## src/rtl/cmd_router_pkg.sv

```systemverilog
// cmd_router_pkg: shared types and constants for the command router.
//   state_t  - router FSM states
//   ERR_*    - cmd_err response status codes
//   DW_DEF   - default command field width
package cmd_router_pkg;

  localparam int unsigned DW_DEF = 8;

  typedef enum logic [1:0] {
    ST_IDLE,
    ST_ISSUE,
    ST_WAIT,
    ST_RESP
  } state_t;

  localparam logic [1:0] ERR_OK  = 2'b00;
  localparam logic [1:0] ERR_TMO = 2'b01;
  localparam logic [1:0] ERR_DEV = 2'b10;

endpackage

```

## src/rtl/cmd_router_tmo.sv

```systemverilog
// cmd_router_tmo: response timeout counter.
//   clk_sys - clock, rising edge
//   rst_n   - asynchronous active-low reset
//   clr     - synchronous clear (held while the command is issued)
//   en      - count enable (one increment per waiting cycle)
//   expire  - high in the enabled cycle where the count has reached TO_CYC-1
module cmd_router_tmo #(
  parameter int unsigned TO_CYC = 255
) (
  input  logic clk_sys,
  input  logic rst_n,
  input  logic clr,
  input  logic en,
  output logic expire
);

  localparam int unsigned     CW    = $clog2(TO_CYC);
  localparam logic [CW-1:0]   LIMIT = CW'(TO_CYC - 1);

  logic [CW-1:0] cnt;

  always_comb begin
    expire = en && (cnt == LIMIT);
  end

  // Saturates at the limit so an unexpected extra enable cannot wrap.
  always_ff @(posedge clk_sys or negedge rst_n) begin
    if (!rst_n) begin
      cnt <= '0;
    end else if (clr) begin
      cnt <= '0;
    end else if (en && !expire) begin
      cnt <= cnt + CW'(1);
    end
  end

endmodule

```

## src/rtl/cmd_router.sv

```systemverilog
// cmd_router: routes one command at a time to a local target or one of NR
// remote channels and returns a single response with status.
//   clk_sys, rst_n                 - clock, asynchronous active-low reset
//   cmd_dev/mod/addr/data/vld/rdy  - upstream command (0 = local, 1..NR remote)
//   cmd_q/qvld/err                 - upstream response (one-cycle strobe)
//   cmdr_mod/addr/data, cmdr_vld   - shared remote bus, one-hot issue strobe
//   cmdr_q, cmdr_qvld              - remote responses, channel i at [i*DW +: DW]
//   cmdl_mod/addr/data, cmdl_vld   - local command bus and issue strobe
//   cmdl_q, cmdl_qvld              - local response
module cmd_router
  import cmd_router_pkg::*;
#(
  parameter int unsigned DW     = DW_DEF,
  parameter int unsigned NR     = 4,
  parameter int unsigned TO_CYC = 255
) (
  input  logic               clk_sys,
  input  logic               rst_n,
  input  logic [7:0]         cmd_dev,
  input  logic [DW-1:0]      cmd_mod,
  input  logic [DW-1:0]      cmd_addr,
  input  logic [DW-1:0]      cmd_data,
  input  logic               cmd_vld,
  output logic               cmd_rdy,
  output logic [DW-1:0]      cmd_q,
  output logic               cmd_qvld,
  output logic [1:0]         cmd_err,
  output logic [DW-1:0]      cmdr_mod,
  output logic [DW-1:0]      cmdr_addr,
  output logic [DW-1:0]      cmdr_data,
  output logic [NR-1:0]      cmdr_vld,
  input  logic [NR*DW-1:0]   cmdr_q,
  input  logic [NR-1:0]      cmdr_qvld,
  output logic [DW-1:0]      cmdl_mod,
  output logic [DW-1:0]      cmdl_addr,
  output logic [DW-1:0]      cmdl_data,
  output logic               cmdl_vld,
  input  logic [DW-1:0]      cmdl_q,
  input  logic               cmdl_qvld
);

  state_t          state, state_nxt;
  logic [7:0]      dev_r;
  logic [DW-1:0]   mod_r, addr_r, data_r;
  logic            resp_vld;
  logic [DW-1:0]   resp_q;
  logic [1:0]      resp_err;

  logic            accept;
  logic            dev_bad_in;
  logic            is_local, is_remote;
  logic            tgt_qvld;
  logic [DW-1:0]   tgt_q;
  logic            expire;

  cmd_router_tmo #(.TO_CYC(TO_CYC)) u_tmo (
    .clk_sys (clk_sys),
    .rst_n   (rst_n),
    .clr     (state == ST_ISSUE),
    .en      (state == ST_WAIT),
    .expire  (expire)
  );

  always_comb begin
    accept     = cmd_vld && (state == ST_IDLE);
    dev_bad_in = 32'(cmd_dev) > NR;
    is_local   = (dev_r == '0);
    is_remote  = (dev_r != '0) && (32'(dev_r) <= NR);
  end

  // Only the latched target's strobe/data are visible to the FSM.
  always_comb begin
    tgt_qvld = 1'b0;
    tgt_q    = '0;
    if (is_local) begin
      tgt_qvld = cmdl_qvld;
      tgt_q    = cmdl_q;
    end
    for (int unsigned i = 0; i < NR; i++) begin
      if (dev_r == 8'(i + 1)) begin
        tgt_qvld = cmdr_qvld[i];
        tgt_q    = cmdr_q[i*DW +: DW];
      end
    end
  end

  always_comb begin
    state_nxt = state;
    case (state)
      ST_IDLE:  if (cmd_vld) state_nxt = ST_ISSUE;
      ST_ISSUE: state_nxt = (is_local || is_remote) ? ST_WAIT : ST_RESP;
      ST_WAIT:  if (tgt_qvld || expire) state_nxt = ST_RESP;
      ST_RESP:  state_nxt = ST_IDLE;
      default:  state_nxt = ST_IDLE;
    endcase
  end

  always_ff @(posedge clk_sys or negedge rst_n) begin
    if (!rst_n) begin
      state  <= ST_IDLE;
      dev_r  <= '0;
      mod_r  <= '0;
      addr_r <= '0;
      data_r <= '0;
    end else begin
      state <= state_nxt;
      if (accept) begin
        dev_r  <= cmd_dev;
        mod_r  <= cmd_mod;
        addr_r <= cmd_addr;
        data_r <= cmd_data;
      end
    end
  end

  // Response register defaults to zero each cycle, giving a one-cycle strobe
  // with q/err forced to 0 otherwise. A bad device is flagged at acceptance
  // so the error strobe lands in the ISSUE cycle.
  always_ff @(posedge clk_sys or negedge rst_n) begin
    if (!rst_n) begin
      resp_vld <= 1'b0;
      resp_q   <= '0;
      resp_err <= ERR_OK;
    end else begin
      resp_vld <= 1'b0;
      resp_q   <= '0;
      resp_err <= ERR_OK;
      if (accept && dev_bad_in) begin
        resp_vld <= 1'b1;
        resp_err <= ERR_DEV;
      end else if (state == ST_WAIT) begin
        if (tgt_qvld) begin
          resp_vld <= 1'b1;
          resp_q   <= tgt_q;
        end else if (expire) begin
          resp_vld <= 1'b1;
          resp_err <= ERR_TMO;
        end
      end
    end
  end

  always_comb begin
    cmd_rdy   = (state == ST_IDLE);
    cmd_qvld  = resp_vld;
    cmd_q     = resp_q;
    cmd_err   = resp_err;
    cmdl_vld  = (state == ST_ISSUE) && is_local;
    cmdl_mod  = is_local  ? mod_r  : '0;
    cmdl_addr = is_local  ? addr_r : '0;
    cmdl_data = is_local  ? data_r : '0;
    cmdr_mod  = is_remote ? mod_r  : '0;
    cmdr_addr = is_remote ? addr_r : '0;
    cmdr_data = is_remote ? data_r : '0;
    cmdr_vld  = '0;
    for (int unsigned i = 0; i < NR; i++) begin
      cmdr_vld[i] = (state == ST_ISSUE) && (dev_r == 8'(i + 1));
    end
  end

endmodule

```

## config.mk

```make
export PLATFORM = sky130hd
export DESIGN_NAME = cmd_router
export DESIGN_NICKNAME = d
export VERILOG_FILES = /design/src/rtl/cmd_router_pkg.sv /design/src/rtl/cmd_router_tmo.sv /design/src/rtl/cmd_router.sv
export SDC_FILE = /design/constraint.sdc
export NUM_CORES = 1
export LEC_CHECK = 0
export CAP_MARGIN = 5
export CORE_UTILIZATION = 37
export CTS_CLUSTER_DIAMETER = 60
export CTS_CLUSTER_SIZE = 25
export DETAILED_ROUTE_END_ITERATION = 8
export GPL_ROUTABILITY_DRIVEN = 0
export MAX_ROUTING_LAYER = met4
export PLACE_DENSITY = 0.78
export SYNTH_ARGS = -nofsm -noshare
export SYNTH_HDL_FRONTEND = slang
export SYNTH_SLANG_ARGS = --single-unit
```

## constraint.sdc

```tcl
create_clock -name clk_sys -period 1.7 [get_ports clk_sys]
set_input_delay 0.17 -clock clk_sys [delete_from_list [all_inputs] [get_ports clk_sys]]
set_output_delay 0.17 -clock clk_sys [all_outputs]
set_load 0.01 [all_outputs]
```

==> key figures <==
Finish
  • Top library cells by usage in the layout, fill and taps aside: sky130_fd_sc_hd__clkdlybuf4s50_1 (89), sky130_fd_sc_hd__dfrtp_1 (52), sky130_fd_sc_hd__buf_4 (39), sky130_fd_sc_hd__buf_6 (33), sky130_fd_sc_hd__mux2_2 (32)
  • Filler-free cell count of the finished design: 563
  • Final nets: 546
  • Growth of design area from synthesis to finish: 76.9%
  • Post-layout instance area: 0.00518 mm^2
  • Antenna cells: 0
  • Fraction of final layout cells sized beyond drive strength 1: 46.9%
  • Number of fill cells: 570
  • Most frequent standard cell in the layout excluding fill and tap cells: sky130_fd_sc_hd__clkdlybuf4s50_1

Yosys
  • Largest area contributor in the synthesized netlist: sky130_fd_sc_hd__dfrtp_1
  • Yosys warning count: 0
  • Combined area of all synthesized cells: 0.00293 mm^2
  • Number of distinct library cells after synthesis: 38
  • Synthesized area per cell: 11.1 um^2
  • Count of mapped cells out of synthesis: 265
  • Most area-consuming cells after synthesis: sky130_fd_sc_hd__dfrtp_1 (45%), sky130_fd_sc_hd__mux2_2 (12%), sky130_fd_sc_hd__and2_1 (11%)
  • Number of nets in the synthesized netlist: 350
  • Area share of the largest cell type after synthesis: 45.3%
  • Portion of the post-synthesis area used by sequential elements: 45.3%
  • Flip-flop and latch count after synthesis: 53

STA
  • Slew of the pin with the lowest slew margin: 0.420 ns
  • Fin worst setup slack: -0.619 ns
  • Share of the clock period used by the worst path: 136%
  • Achievable Freq: 0.431 GHz
  • Worst clock skew: 0.00676 ns
  • Hold Fails Final Rpt: 0
  • RSZ-0062 raised after global routing: true
  • Final Max Tran Viols: 0
  • Number of setup violations in the final report: 65
  • Relative max-transition margin: 72.0%
  • Post-route minimum period: 2.32 ns

Run status
  • Run status: complete, but fails checks
  • Violated checks: negative setup slack

Placement
  • Total placed instance area: 0.00470 mm^2
  • Placed cells: 527
  • Detailed Place HPWL: 6010 um
  • Port buffer count: 144

Drt
  • Routed wire per std cell: 15.8 um
  • Number of remaining DRC errors: 0
  • Violation count after the first detailed-routing iteration: 56
  • Total iterations of the first detailed-routing run: 4
  • Antenna viol nets, final: 0
  • Vias after detailed routing: 2779
  • Aggregate routed wire length: 8880 um
  • Vias/cell: 4.94

Clocking
  • Clock transition at the register clock pins on the worst setup and hold paths after CTS: 0.09 ns
  • Maximum buffer depth of the clock tree: 2
  • Number of sinks handled by clock tree synthesis: 53
  • Clock insertion delay at the later pin of the skew report: 0.30 ns
  • TritonCTS clock tree: done
  • Clock Root Buffer: sky130_fd_sc_hd__clkbuf_8
  • H-tree lvl count: 2
  • Clock buffer count from CTS: 5

Floorplanning
  • Core outline area: 0.00769 mm^2
  • Boundary Pins: 145
  • Row count: 32
  • Horizontal extent of the die: 91.0 um
  • Chip height: 91.0 um
  • DIE AREA: 0.00828 mm^2
  • Initial standard-cell utilization of the core: 38.1%

Global route
  • Antenna violations before repair: 0
  • Via count of the first global-routing pass: 2691
  • Maximum number of pins on one net before global-route repair: 26
  • Wire length of the first global-routing pass: 12800 um
  • GRT Util Overall: 20.1%
  • Total gr overflow: 0

Worst setup path
  • Highest net fanout along the worst path: 6
  • Critical path required time: 1.53 ns
  • Startpoint type of the worst setup path: flip-flop
  • Critical Path Sink Type: output port
  • Worst setup path class: reg2out
  • Worst EP arrival: 2.15 ns

Power
  • Total power divided by cell area: 1180 mW/mm^2
  • VDD IR-drop max: 0.679 mV
  • Pleak: 0.00237 uW

Run
  • Total of max-cap violations: 0

Worst hold path
  • Class of the tightest hold or removal check: in2async
[path summary, 6_finish.rpt]
check / startpoint / depth (start not counted) / slack, ns / end
worst min-delay path: rst_n / 2 / 0.33 / data_r[4]
worst min register to register: dev_r[3] / 1 / 0.52 / dev_r[3]
worst max-delay path: dev_r[7] / 8 / -0.62 / cmdl_mod[5]
max in group asynchronous: rst_n / 3 / 0.75 / cmd_q[4]
min in group clk_sys: cmd_addr[5] / 2 / 0.48 / addr_r[5]
worst max register to register: dev_r[7] / 7 / -0.28 / state[1]
[what timing repair did]
| item | 4_1_cts | 5_1_grt |
|---|---|---|
| cloned | 1 | 3 |
| setup endpoints to repair | 77 | 70 |
| pin swaps | 3 | 24 |
| gates resized for setup | 130 | 145 |
| hold buffers | 1 | 0 |
| hold endpoints to repair | 17 | 0 |
| buffers inserted | 6 | 20 |
[worst max-delay path: stages, from the launching register on]
cell                        delay (ns)
sky130_fd_sc_hd__dfrtp_1          0.42
sky130_fd_sc_hd__nor3_4           0.25
sky130_fd_sc_hd__nand2_2          0.13
sky130_fd_sc_hd__buf_6            0.14
sky130_fd_sc_hd__nor4_4           0.32
sky130_fd_sc_hd__buf_4            0.20
sky130_fd_sc_hd__clkbuf_16        0.15
sky130_fd_sc_hd__and2_4           0.14
sky130_fd_sc_hd__buf_6            0.09
[cell usage after synthesis]
library cell                instances
sky130_fd_sc_hd__o22ai_1            2
sky130_fd_sc_hd__mux2_2            32
sky130_fd_sc_hd__nor4_1             1
sky130_fd_sc_hd__a31oi_1            2
sky130_fd_sc_hd__mux2_4             2
sky130_fd_sc_hd__ha_1               5
sky130_fd_sc_hd__a211oi_4           1
sky130_fd_sc_hd__and3_1             1
sky130_fd_sc_hd__nand3_1            5
sky130_fd_sc_hd__nor3_1             6
sky130_fd_sc_hd__nor2_2             1
sky130_fd_sc_hd__nand2b_1           3
sky130_fd_sc_hd__buf_6              1
sky130_fd_sc_hd__and4bb_2           1
sky130_fd_sc_hd__buf_4              2
sky130_fd_sc_hd__nor4_2             1
sky130_fd_sc_hd__and2_1            53
sky130_fd_sc_hd__buf_1              3
sky130_fd_sc_hd__clkbuf_1           7
sky130_fd_sc_hd__nand4_1            2
sky130_fd_sc_hd__or2_1              1
sky130_fd_sc_hd__nor2b_1            7
sky130_fd_sc_hd__dfrtp_1           53
sky130_fd_sc_hd__o32a_1             1
sky130_fd_sc_hd__nor2_1            22
sky130_fd_sc_hd__a2bb2oi_2          1
sky130_fd_sc_hd__xnor2_1            2
sky130_fd_sc_hd__mux4_2             8
sky130_fd_sc_hd__nand2_1            6
sky130_fd_sc_hd__inv_1              8
sky130_fd_sc_hd__a21oi_1           11
sky130_fd_sc_hd__o21ai_0            5
sky130_fd_sc_hd__and4_1             1
sky130_fd_sc_hd__xor2_1             4
sky130_fd_sc_hd__a221oi_4           1
sky130_fd_sc_hd__buf_2              1
sky130_fd_sc_hd__o2111ai_1          1
sky130_fd_sc_hd__and3b_1            1
[cell type report]
type | instances | area [um^2] | share of cell area [%]
multi-input cells | 190 | 1710 | 33.0
clock buffers | 6 | 82.6 | 1.59
repair buffers | 203 | 1900 | 36.6
inverters | 8 | 30.0 | 0.579
well taps | 102 | 128 | 2.46
clock inverters | 1 | 7.51 | 0.145
flip-flops and latches | 53 | 1330 | 25.6
[where the power goes]
group	internal, uW	switching [uW]	total [uW]
Clock	323	387	710
Combinational	1930	1370	3300
Sequential	1730	359	2090
[sequential cells by signal, summed over array words and instances, names as in the netlist]
| name | cells |
|---|---|
| addr_r | 8 |
| cmd_err | 2 |
| cmd_q | 8 |
| cmd_qvld | 1 |
| data_r | 8 |
| dev_r | 8 |
| mod_r | 8 |
| state | 2 |
| u_tmo.cnt | 8 |
[metal layers]
layer  wire length, um  up-vias  part of all wire (%)  track usage (%)
met5                 0        -                     0                -
met2              4620      105                    52             34.8
li1                  -     1306                     -                -
met3               432       12                   4.9             3.52
met1              3690     1356                    42             24.1
met4               138        0                   1.6             5.82
[stage by stage]
stage	power [uW]	worst slack [ns]	setup TNS (ns)	util, %	hold WS, ns
after global placement	4650	-0.387	-16.96	61.1	0.118
after CTS	5700	-0.583	-19.72	62.5	0.326
after detailed placement	4760	-0.406	-19.65	61.1	0.122
after floorplan	3680	-0.0425	-0.854	-	-0.126
final	6100	-0.619	-25.19	67.4	0.328
after global routing	6500	-0.663	-29.09	67.4	0.356
[cell families after synthesis]
logic type | after synthesis | synth area share [%]
AOI/OAI and AO/OA | 25 | 6.32
xor gates and xnor gates | 6 | 1.79
adders and majority gates | 5 | 2.13
buffers and inverters | 22 | 3.37
DFF | 53 | 45.3
muxes | 42 | 19.5
and+or+nand+nor | 112 | 21.6
Note: power is estimated with default switching activity, not from simulation.
